[src/rtl/rc4_key_search_core.sv]
// rtl/rc4_key_search_core.sv - single-engine RC4 brute-force key search over one shared S RAM
//
// Purpose: for every key in [key_first_i, key_last_i] run S init, the key schedule and a PRGA
// decrypt of the ciphertext ROM, writing plaintext to the decrypt RAM. With CHECK_ASCII set, a
// key is dropped on the first byte outside 'a'..'z' / space; otherwise the first key is accepted.
//
// Ports:
//   clock_i, reset_i              clock, asynchronous active-high reset
//   start_i                       1-cycle start pulse, samples key_first_i / key_last_i when idle
//   key_first_i, key_last_i       inclusive key range
//   busy_o, done_o, found_o       search in progress / 1-cycle end pulse / key accepted
//   key_out_o                     current key while busy, accepted or last-tried key after done
//   s_address_o, s_data_o,
//   s_wren_o, s_q_i               S RAM port (2-cycle read latency)
//   rom_address_o, rom_q_i        ciphertext ROM port (2-cycle read latency)
//   d_address_o, d_data_o,
//   d_wren_o                      decrypt RAM write port
module rc4_key_search_core #(
  parameter int KEY_BYTES      = 3,
  parameter int MESSAGE_LENGTH = 32,
  parameter bit CHECK_ASCII    = 1'b1,
  localparam int KW            = 8 * KEY_BYTES
) (
  input  logic          clock_i,
  input  logic          reset_i,
  input  logic          start_i,
  input  logic [KW-1:0] key_first_i,
  input  logic [KW-1:0] key_last_i,
  output logic          busy_o,
  output logic          done_o,
  output logic          found_o,
  output logic [KW-1:0] key_out_o,
  output logic [7:0]    s_address_o,
  output logic [7:0]    s_data_o,
  output logic          s_wren_o,
  input  logic [7:0]    s_q_i,
  output logic [7:0]    rom_address_o,
  input  logic [7:0]    rom_q_i,
  output logic [7:0]    d_address_o,
  output logic [7:0]    d_data_o,
  output logic          d_wren_o
);

  localparam logic [7:0] KB_LAST = 8'(KEY_BYTES - 1);
  localparam logic [7:0] K_LAST  = 8'(MESSAGE_LENGTH - 1);

  typedef enum logic [2:0] {S_IDLE, S_INIT, S_KSA, S_PRGA, S_NEXT, S_FOUND, S_DONE} state_t;

  state_t        state_q, state_d;
  logic [3:0]    step_q, step_d;   // sub-step inside one KSA (0..7) or PRGA (0..11) iteration
  logic [7:0]    i_q, i_d, j_q, j_d, k_q, k_d;
  logic [7:0]    si_q, si_d, sj_q, sj_d, p_q, p_d;
  logic [7:0]    kb_q, kb_d;       // i mod KEY_BYTES, tracked alongside i during KSA
  logic [KW-1:0] key_q, key_d, last_q, last_d;

  logic          busy_q, busy_d, done_q, done_d, found_q, found_d;
  logic [7:0]    s_address_q, s_address_d, s_data_q, s_data_d;
  logic          s_wren_q, s_wren_d, d_wren_q, d_wren_d;
  logic [7:0]    rom_address_q, rom_address_d, d_address_q, d_address_d, d_data_q, d_data_d;

  logic [7:0]    kbyte;
  logic          p_ok;

  // Key byte 0 is the most significant byte of the key.
  always_comb begin
    kbyte = 8'h00;
    for (int b = 0; b < KEY_BYTES; b++) begin
      if (kb_q == 8'(b)) kbyte = key_q[KW-1-8*b -: 8];
    end
  end

  assign p_ok = ((p_q >= 8'h61) && (p_q <= 8'h7A)) || (p_q == 8'h20);

  always_ff @(posedge clock_i or posedge reset_i) begin
    if (reset_i) begin
      state_q       <= S_IDLE;
      step_q        <= 4'd0;
      i_q           <= 8'd0;
      j_q           <= 8'd0;
      k_q           <= 8'd0;
      si_q          <= 8'd0;
      sj_q          <= 8'd0;
      p_q           <= 8'd0;
      kb_q          <= 8'd0;
      key_q         <= '0;
      last_q        <= '0;
      busy_q        <= 1'b0;
      done_q        <= 1'b0;
      found_q       <= 1'b0;
      s_address_q   <= 8'd0;
      s_data_q      <= 8'd0;
      s_wren_q      <= 1'b0;
      rom_address_q <= 8'd0;
      d_address_q   <= 8'd0;
      d_data_q      <= 8'd0;
      d_wren_q      <= 1'b0;
    end else begin
      state_q       <= state_d;
      step_q        <= step_d;
      i_q           <= i_d;
      j_q           <= j_d;
      k_q           <= k_d;
      si_q          <= si_d;
      sj_q          <= sj_d;
      p_q           <= p_d;
      kb_q          <= kb_d;
      key_q         <= key_d;
      last_q        <= last_d;
      busy_q        <= busy_d;
      done_q        <= done_d;
      found_q       <= found_d;
      s_address_q   <= s_address_d;
      s_data_q      <= s_data_d;
      s_wren_q      <= s_wren_d;
      rom_address_q <= rom_address_d;
      d_address_q   <= d_address_d;
      d_data_q      <= d_data_d;
      d_wren_q      <= d_wren_d;
    end
  end

  // Next state and datapath. Reads take ADDR / WAIT / LATCH steps; s_q_i is captured in LATCH.
  always_comb begin
    state_d = state_q;
    step_d  = step_q;
    i_d     = i_q;
    j_d     = j_q;
    k_d     = k_q;
    si_d    = si_q;
    sj_d    = sj_q;
    p_d     = p_q;
    kb_d    = kb_q;
    key_d   = key_q;
    last_d  = last_q;
    case (state_q)
      S_IDLE: begin
        if (start_i) begin
          key_d   = key_first_i;
          last_d  = key_last_i;
          i_d     = 8'd0;
          state_d = (key_first_i > key_last_i) ? S_DONE : S_INIT;
        end
      end
      S_INIT: begin
        i_d = i_q + 8'd1;
        if (i_q == 8'hFF) begin
          state_d = S_KSA;
          step_d  = 4'd0;
          j_d     = 8'd0;
          kb_d    = 8'd0;
        end
      end
      S_KSA: begin
        step_d = step_q + 4'd1;
        case (step_q)
          4'd2: begin
            si_d = s_q_i;
            j_d  = j_q + s_q_i + kbyte;
          end
          4'd5: sj_d = s_q_i;
          4'd7: begin
            step_d = 4'd0;
            i_d    = i_q + 8'd1;
            kb_d   = (kb_q == KB_LAST) ? 8'd0 : kb_q + 8'd1;
            if (i_q == 8'hFF) begin
              // PRGA starts with i=j=k=0 and pre-increments i, so enter with i=1.
              state_d = S_PRGA;
              i_d     = 8'd1;
              j_d     = 8'd0;
              k_d     = 8'd0;
            end
          end
          default: ;
        endcase
      end
      S_PRGA: begin
        step_d = step_q + 4'd1;
        case (step_q)
          4'd2: begin
            si_d = s_q_i;
            j_d  = j_q + s_q_i;
          end
          4'd5:  sj_d = s_q_i;
          4'd10: p_d  = s_q_i ^ rom_q_i;
          4'd11: begin
            step_d = 4'd0;
            if (CHECK_ASCII && !p_ok) begin
              state_d = S_NEXT;
            end else if (k_q == K_LAST) begin
              state_d = S_FOUND;
            end else begin
              i_d = i_q + 8'd1;
              k_d = k_q + 8'd1;
            end
          end
          default: ;
        endcase
      end
      S_NEXT: begin
        // Compare before incrementing so an all-ones key_last never wraps.
        if (key_q == last_q) begin
          state_d = S_DONE;
        end else begin
          key_d   = key_q + KW'(1);
          i_d     = 8'd0;
          state_d = S_INIT;
        end
      end
      S_FOUND, S_DONE: state_d = S_IDLE;
      default:         state_d = S_IDLE;
    endcase
  end

  // Registered outputs are decoded from the upcoming state so they line up with it.
  always_comb begin
    s_address_d   = s_address_q;
    s_data_d      = s_data_q;
    s_wren_d      = 1'b0;
    rom_address_d = rom_address_q;
    d_address_d   = d_address_q;
    d_data_d      = d_data_q;
    d_wren_d      = 1'b0;
    busy_d        = state_d inside {S_INIT, S_KSA, S_PRGA, S_NEXT};
    done_d        = state_d inside {S_FOUND, S_DONE};
    found_d       = found_q;
    if (state_d == S_FOUND)                found_d = 1'b1;
    else if (state_q == S_IDLE && start_i) found_d = 1'b0;
    case (state_d)
      S_INIT: begin
        s_address_d = i_d;
        s_data_d    = i_d;
        s_wren_d    = 1'b1;
      end
      S_KSA, S_PRGA: begin
        case (step_d)
          4'd0: s_address_d = i_d;
          4'd3: s_address_d = j_d;
          4'd6: begin
            s_address_d = i_d;
            s_data_d    = sj_d;
            s_wren_d    = 1'b1;
          end
          4'd7: begin
            s_address_d = j_d;
            s_data_d    = si_d;
            s_wren_d    = 1'b1;
          end
          4'd8: begin
            s_address_d   = si_d + sj_d;
            rom_address_d = k_d;
          end
          4'd11: begin
            d_address_d = k_d;
            d_data_d    = p_d;
            d_wren_d    = 1'b1;
          end
          default: ;
        endcase
      end
      default: ;
    endcase
  end

  assign busy_o        = busy_q;
  assign done_o        = done_q;
  assign found_o       = found_q;
  assign key_out_o     = key_q;
  assign s_address_o   = s_address_q;
  assign s_data_o      = s_data_q;
  assign s_wren_o      = s_wren_q;
  assign rom_address_o = rom_address_q;
  assign d_address_o   = d_address_q;
  assign d_data_o      = d_data_q;
  assign d_wren_o      = d_wren_q;

endmodule

[config.mk]
export PLATFORM = sky130hd
export DESIGN_NAME = rc4_key_search_core
export DESIGN_NICKNAME = d
export VERILOG_FILES = /design/src/rtl/rc4_key_search_core.sv
export SDC_FILE = /design/constraint.sdc
export NUM_CORES = 1
export LEC_CHECK = 0
export CORE_MARGIN = 5
export CORE_UTILIZATION = 50
export CTS_CLUSTER_SIZE = 14
export DETAILED_ROUTE_END_ITERATION = 12
export PLACE_DENSITY = 0.71
export SYNTH_ARGS = -nofsm -noshare
export SYNTH_HDL_FRONTEND = slang
export SYNTH_SLANG_ARGS = --single-unit
[constraint.sdc]
create_clock -name clock_i -period 12.7 [get_ports clock_i]
set_clock_uncertainty 0.15 [all_clocks]
set_input_delay 1.27 -clock clock_i [delete_from_list [all_inputs] [get_ports clock_i]]
set_output_delay 1.27 -clock clock_i [all_outputs]
set_load 0.01 [all_outputs]
* Word level (Yosys, flattened, before mapping)
Index checks and enable logic that the tools add are counted.
** Storage, ports and cells
- Input port bits :: 67
- Bits in registers :: 156
** Cells by class
- Multiplexer cells :: 58
- Reduce and logical (&&, ||, !) cells :: 24
- Magnitude comparators :: 3
- Bitwise operators :: 1
- Add/sub/neg operators :: 8
- Equal/unequal tests :: 32
** Operator list (count)
- $mux 8 :: 26
- $pmux 8 s2 :: 6
- $mux 24 :: 2
- $pmux 24 s2 :: 1
- $pmux 8 s3 :: 2
- $pmux 8 s5 :: 1
- $mux 3 :: 9
- $add 24x1->24 const B :: 1
- $add 8x1->8 const B :: 3
- $add 8x8->8 :: 3
- $eq 24x24->1 :: 1
- $gt 24x24->1 :: 1
- $eq 4x3->1 const B :: 4
- $eq 4x4->1 const B :: 4
- $pmux 3 s5 :: 1
- $eq 3x2->1 const B :: 4
- $eq 3x3->1 const B :: 4
- $mux 4 :: 3
- $pmux 4 s3 :: 1
- $reduce_and 2->1 :: 5
- $reduce_bool 2->1 :: 5
- $reduce_or 2->1 :: 5
- $eq 4x2->1 const B :: 2
- $eq 8x1->1 const B :: 1
- 21 further kinds :: 31

* Logic depth before layout (Yosys ltp)
- Depth after elaboration :: 10
- Depth in mapped cells :: 16

* Worst setup path before layout
OpenSTA, ideal clock, no wires.
- Path kind :: in2reg
- From :: input port s_q_i[0]
- To :: register s_address_q[7], in the netlist s_address_o[7]
- Path slack :: 8.300 ns
- Cell stages on the path :: 13
- Arrival time :: 4.125 ns
- Path through :: ha_1 > fa_1 > a21o_1 > a311o_1 > a21oi_1 > xnor2_1 > ha_1 > o41ai_1 > mux2i_1 > xnor2_1 > nor4_1 > a211o_1 > mux2_2
** On the way
- Word-level cells in the longest chain between the ends :: 6
** Ends and longest elaborated chain
- start, declared :: RTL line 36 : input logic [7:0] s_q_i,
- $add 8x8->8 :: RTL line 158, 181
- $add 8x8->8 :: RTL line 158 : j_d = j_q + s_q_i + kbyte;
- $pmux 8 s2 :: RTL line 155 : case (step_q)
- $pmux 8 s3 :: RTL line 135 : case (state_q)
- $pmux 8 s3 * :: RTL line 235 : case (step_d)
- $pmux 8 s2 * :: RTL line 228 : case (state_d)
- end signal, assigned :: RTL line 112 : s_address_q <= s_address_d;
- end, declared :: RTL line 57 : logic [7:0] s_address_q, s_address_d, s_data_q, s_data_d;
Mark *: on every way between the ends. The rest lies on a longest branch, timed or not.
A chain may end at the register's enable or synchronous reset.

* Worst setup path after layout
Same ends and word-level chain as after synthesis.

==> run metrics <==
status=completed; antenna violations before repair=0; Final Hold Fails=0; clk slew on worst S/H paths=0.06 ns; post-CTS sizing=0; Worst Hold Depth=2; fraction of layout cells with a size suffix above 1=9.18%; register bit total from synthesis=156; WL met2=11800 microns; Top Layer Used=met4; first-pass GRT wire length=42000 microns; Async SR Flop Fraction=100%; # setup viols final=0; I/O pin count=136; Final Slew Violations=0; port bufs=135; Vias/cell=5.89; total global routing overflow=0; CTS root buf=clkbuf_16; Hold WS=0.334 ns; mapped cell area=0.00956 sq mm; die width=148 microns; Distinct cells, synth=76; vias in the first global route=7853; site row count=50; initial DRC count=624; EDFF count, synth=0; Post-CTS Setup Inserts=0; Yosys Warn Count=0; Metal-1 WL=12100 microns; WL final=26000 microns; critical path startpoint category=input port; H-tree lvl count=4; most common cell in the netlist=dfrtp_1; Post-Synthesis Cells=1037; CTS tree=built; CORE AREA=0.0188 sq mm; Leak=0.00523 uW; ant diodes=0; TritonCTS Sinks=156; Final TNS setup=0 ns; drt drc=0; fmax=207 MHz; dpl hpwl=19500 microns; final period utilization=38.0%; worst endpoint required time=12.87 ns; reg2reg path depth=15; RSZ-0062 raised after global routing=false; Vias=8252; Syn Nets=1162; post-synthesis sequential area ratio=40.8%; Syn-to-layout area delta=21.7%; Period minus WS final=4.83 ns; main flop type after synthesis=dfrtp_1; critical-path maximum fanout=4; clk_lat worst skew=0.44 ns; GRT Resource Usage Total=24.1%; wire per inst=18.6 microns; nets=1278; Slew HR=25.7%; worst min-delay path startpoint=rom_address_o[1]; hold path endpoint=rom_address_o[1]; Post-CTS Hold Fix Bufs=0; worst reg2reg path startpoint=step_q[0]; die area=0.0220 sq mm; Final GP Congestion=0.878; PwrDens=246 mW/mm^2; Clock Path Buffers=2; top post-synthesis cells by area=dfrtp_1 41%, ha_1 7.2%, mux2_2 5.8%, o21ai_0 4.8%, a21oi_1 4.7%; Peak VDD IR=0.000130 V; Die H=148 microns; Crit. End Element=flip-flop; Worst Path Class, Setup=in2reg; Hold WC Path Type=reg2reg; synth cell count leaders=156 x dfrtp_1, 114 x nand2_1, 91 x o21ai_0; post-synth top area share=40.8%; worst r2r dst=s_address_o[6]; WL met3=1700 microns; Initial Utilization=50.9%; area leader, netlist=dfrtp_1; synthesized area per cell=9.22 sq um; worst slew pin tran=1.11 ns; worst endpoint data arrival time=5.00 ns; Pre-antenna DRT Iters=5; Reg2Reg Setup Slack=8.11 ns; Max Cap Violations=0; TritonCTS buffer count=17; largest net degree at the start of global routing=80; post-route ant nets=0
[kinds of logic after synthesis]
logic type | after synthesis | synth area share (%)
AOI/OAI and AO/OA | 290 | 18.8
adders and majority gates | 58 | 7.83
DFF | 156 | 40.8
xor gates and xnor gates | 52 | 4.77
buffers and inverters | 94 | 3.80
muxes | 67 | 7.75
and+or+nand+nor | 320 | 16.2
[state kept, by name (all words and copies together) (netlist names), 3 cells and up]
name,count
j_q,8
s_data_o,8
last_q,24
k_q,8
si_q,8
d_data_o,8
d_address_o,8
s_address_o,8
state_q,3
rom_address_o,8
step_q,4
sj_q,8
p_q,8
i_q,8
key_out_o,24
kb_q,8
[metrics by stage]
| step | instance area, sq um | utilization (%) | power (uW) | worst slack, ns | std cells |
|---|---|---|---|---|---|
| after floorplan | 9560 | - | 1880 | 7.07 | 1037 |
| after global placement | 11100 | 59.0 | 2330 | 7.48 | 1368 |
| after detailed placement | 11100 | 59.0 | 2350 | 7.40 | 1368 |
| after CTS | 11600 | 62.0 | 2860 | 7.86 | 1400 |
| after global routing | 11600 | 62.0 | 3080 | 7.54 | 1400 |
| final | 11600 | 62.0 | 2860 | 7.87 | 1400 |
[how the worst max path moves through the flow]
stage / from / to / slack, ns / depth (start not counted)
4_1_cts: s_q_i[0] / s_address_o[7] / 7.86 / 14
3_5_place_dp: s_q_i[0] / s_address_o[7] / 7.40 / 14
2_1_floorplan: reset_i / busy_o / 7.07 / 1
5_1_grt: s_q_i[0] / s_address_o[7] / 7.54 / 15
3_3_place_gp: s_q_i[0] / s_address_o[7] / 7.48 / 14
6_report: s_q_i[0] / s_address_o[7] / 7.87 / 14
[worst max-delay path, stage by stage]
cell             delay (ns)
clkdlybuf4s50_1        0.54
ha_1                   0.29
fa_1                   0.40
a21o_1                 0.19
a311o_1                0.34
a21oi_1                0.17
xnor2_1                0.10
ha_1                   0.24
o41ai_1                0.38
mux2i_1                0.33
xnor2_1                0.16
nor4_1                 0.06
a211o_1                0.26
mux2_2                 0.26
[metal layers]
metal	up-vias	track usage, %
li1	3956	-
met1	3991	35.5
met2	270	36.8
met3	35	4.36
met4	0	6.56
met5	-	0
[layout make-up]
class / instances / area [sq um]
inverter: 52 / 200
clock inverter: 14 / 135
tap: 234 / 293
timing repair buffer: 139 / 1380
clock buffer: 18 / 429
sequential: 156 / 3900
multi-input combinational: 787 / 5290
fill: 1588 / 7130
[cells in the final DEF (no fill, tap or decap), drive strengths merged, types with 5 or more instances in the layout]
cell type / instances
nand2b: 7
o22ai: 12
dfrtp: 156
a22oi: 12
nand4: 13
nor3: 22
clkinvlp: 6
clkbuf: 18
a211oi: 6
a21oi: 90
nand2: 114
a31oi: 7
mux2: 50
or2: 6
nor3b: 5
xnor2: 21
and2: 9
inv: 57
ha: 55
nor2: 73
xor2: 31
o21ai: 92
nand3: 27
mux2i: 17
nor2b: 6
nor4: 7
a21o: 18
and3: 17
clkdlybuf4s50: 135
[where the power goes]
group | leakage (uW) | switching, uW | internal [uW] | total [uW]
combinational | 0.00302 | 804 | 696 | 1500
sequential | 0.00196 | 197 | 670 | 867
clock | 0.000258 | 220 | 273 | 493
total | 0.00523 | 1220 | 1640 | 2860
Power figures use the tool's default switching activity.
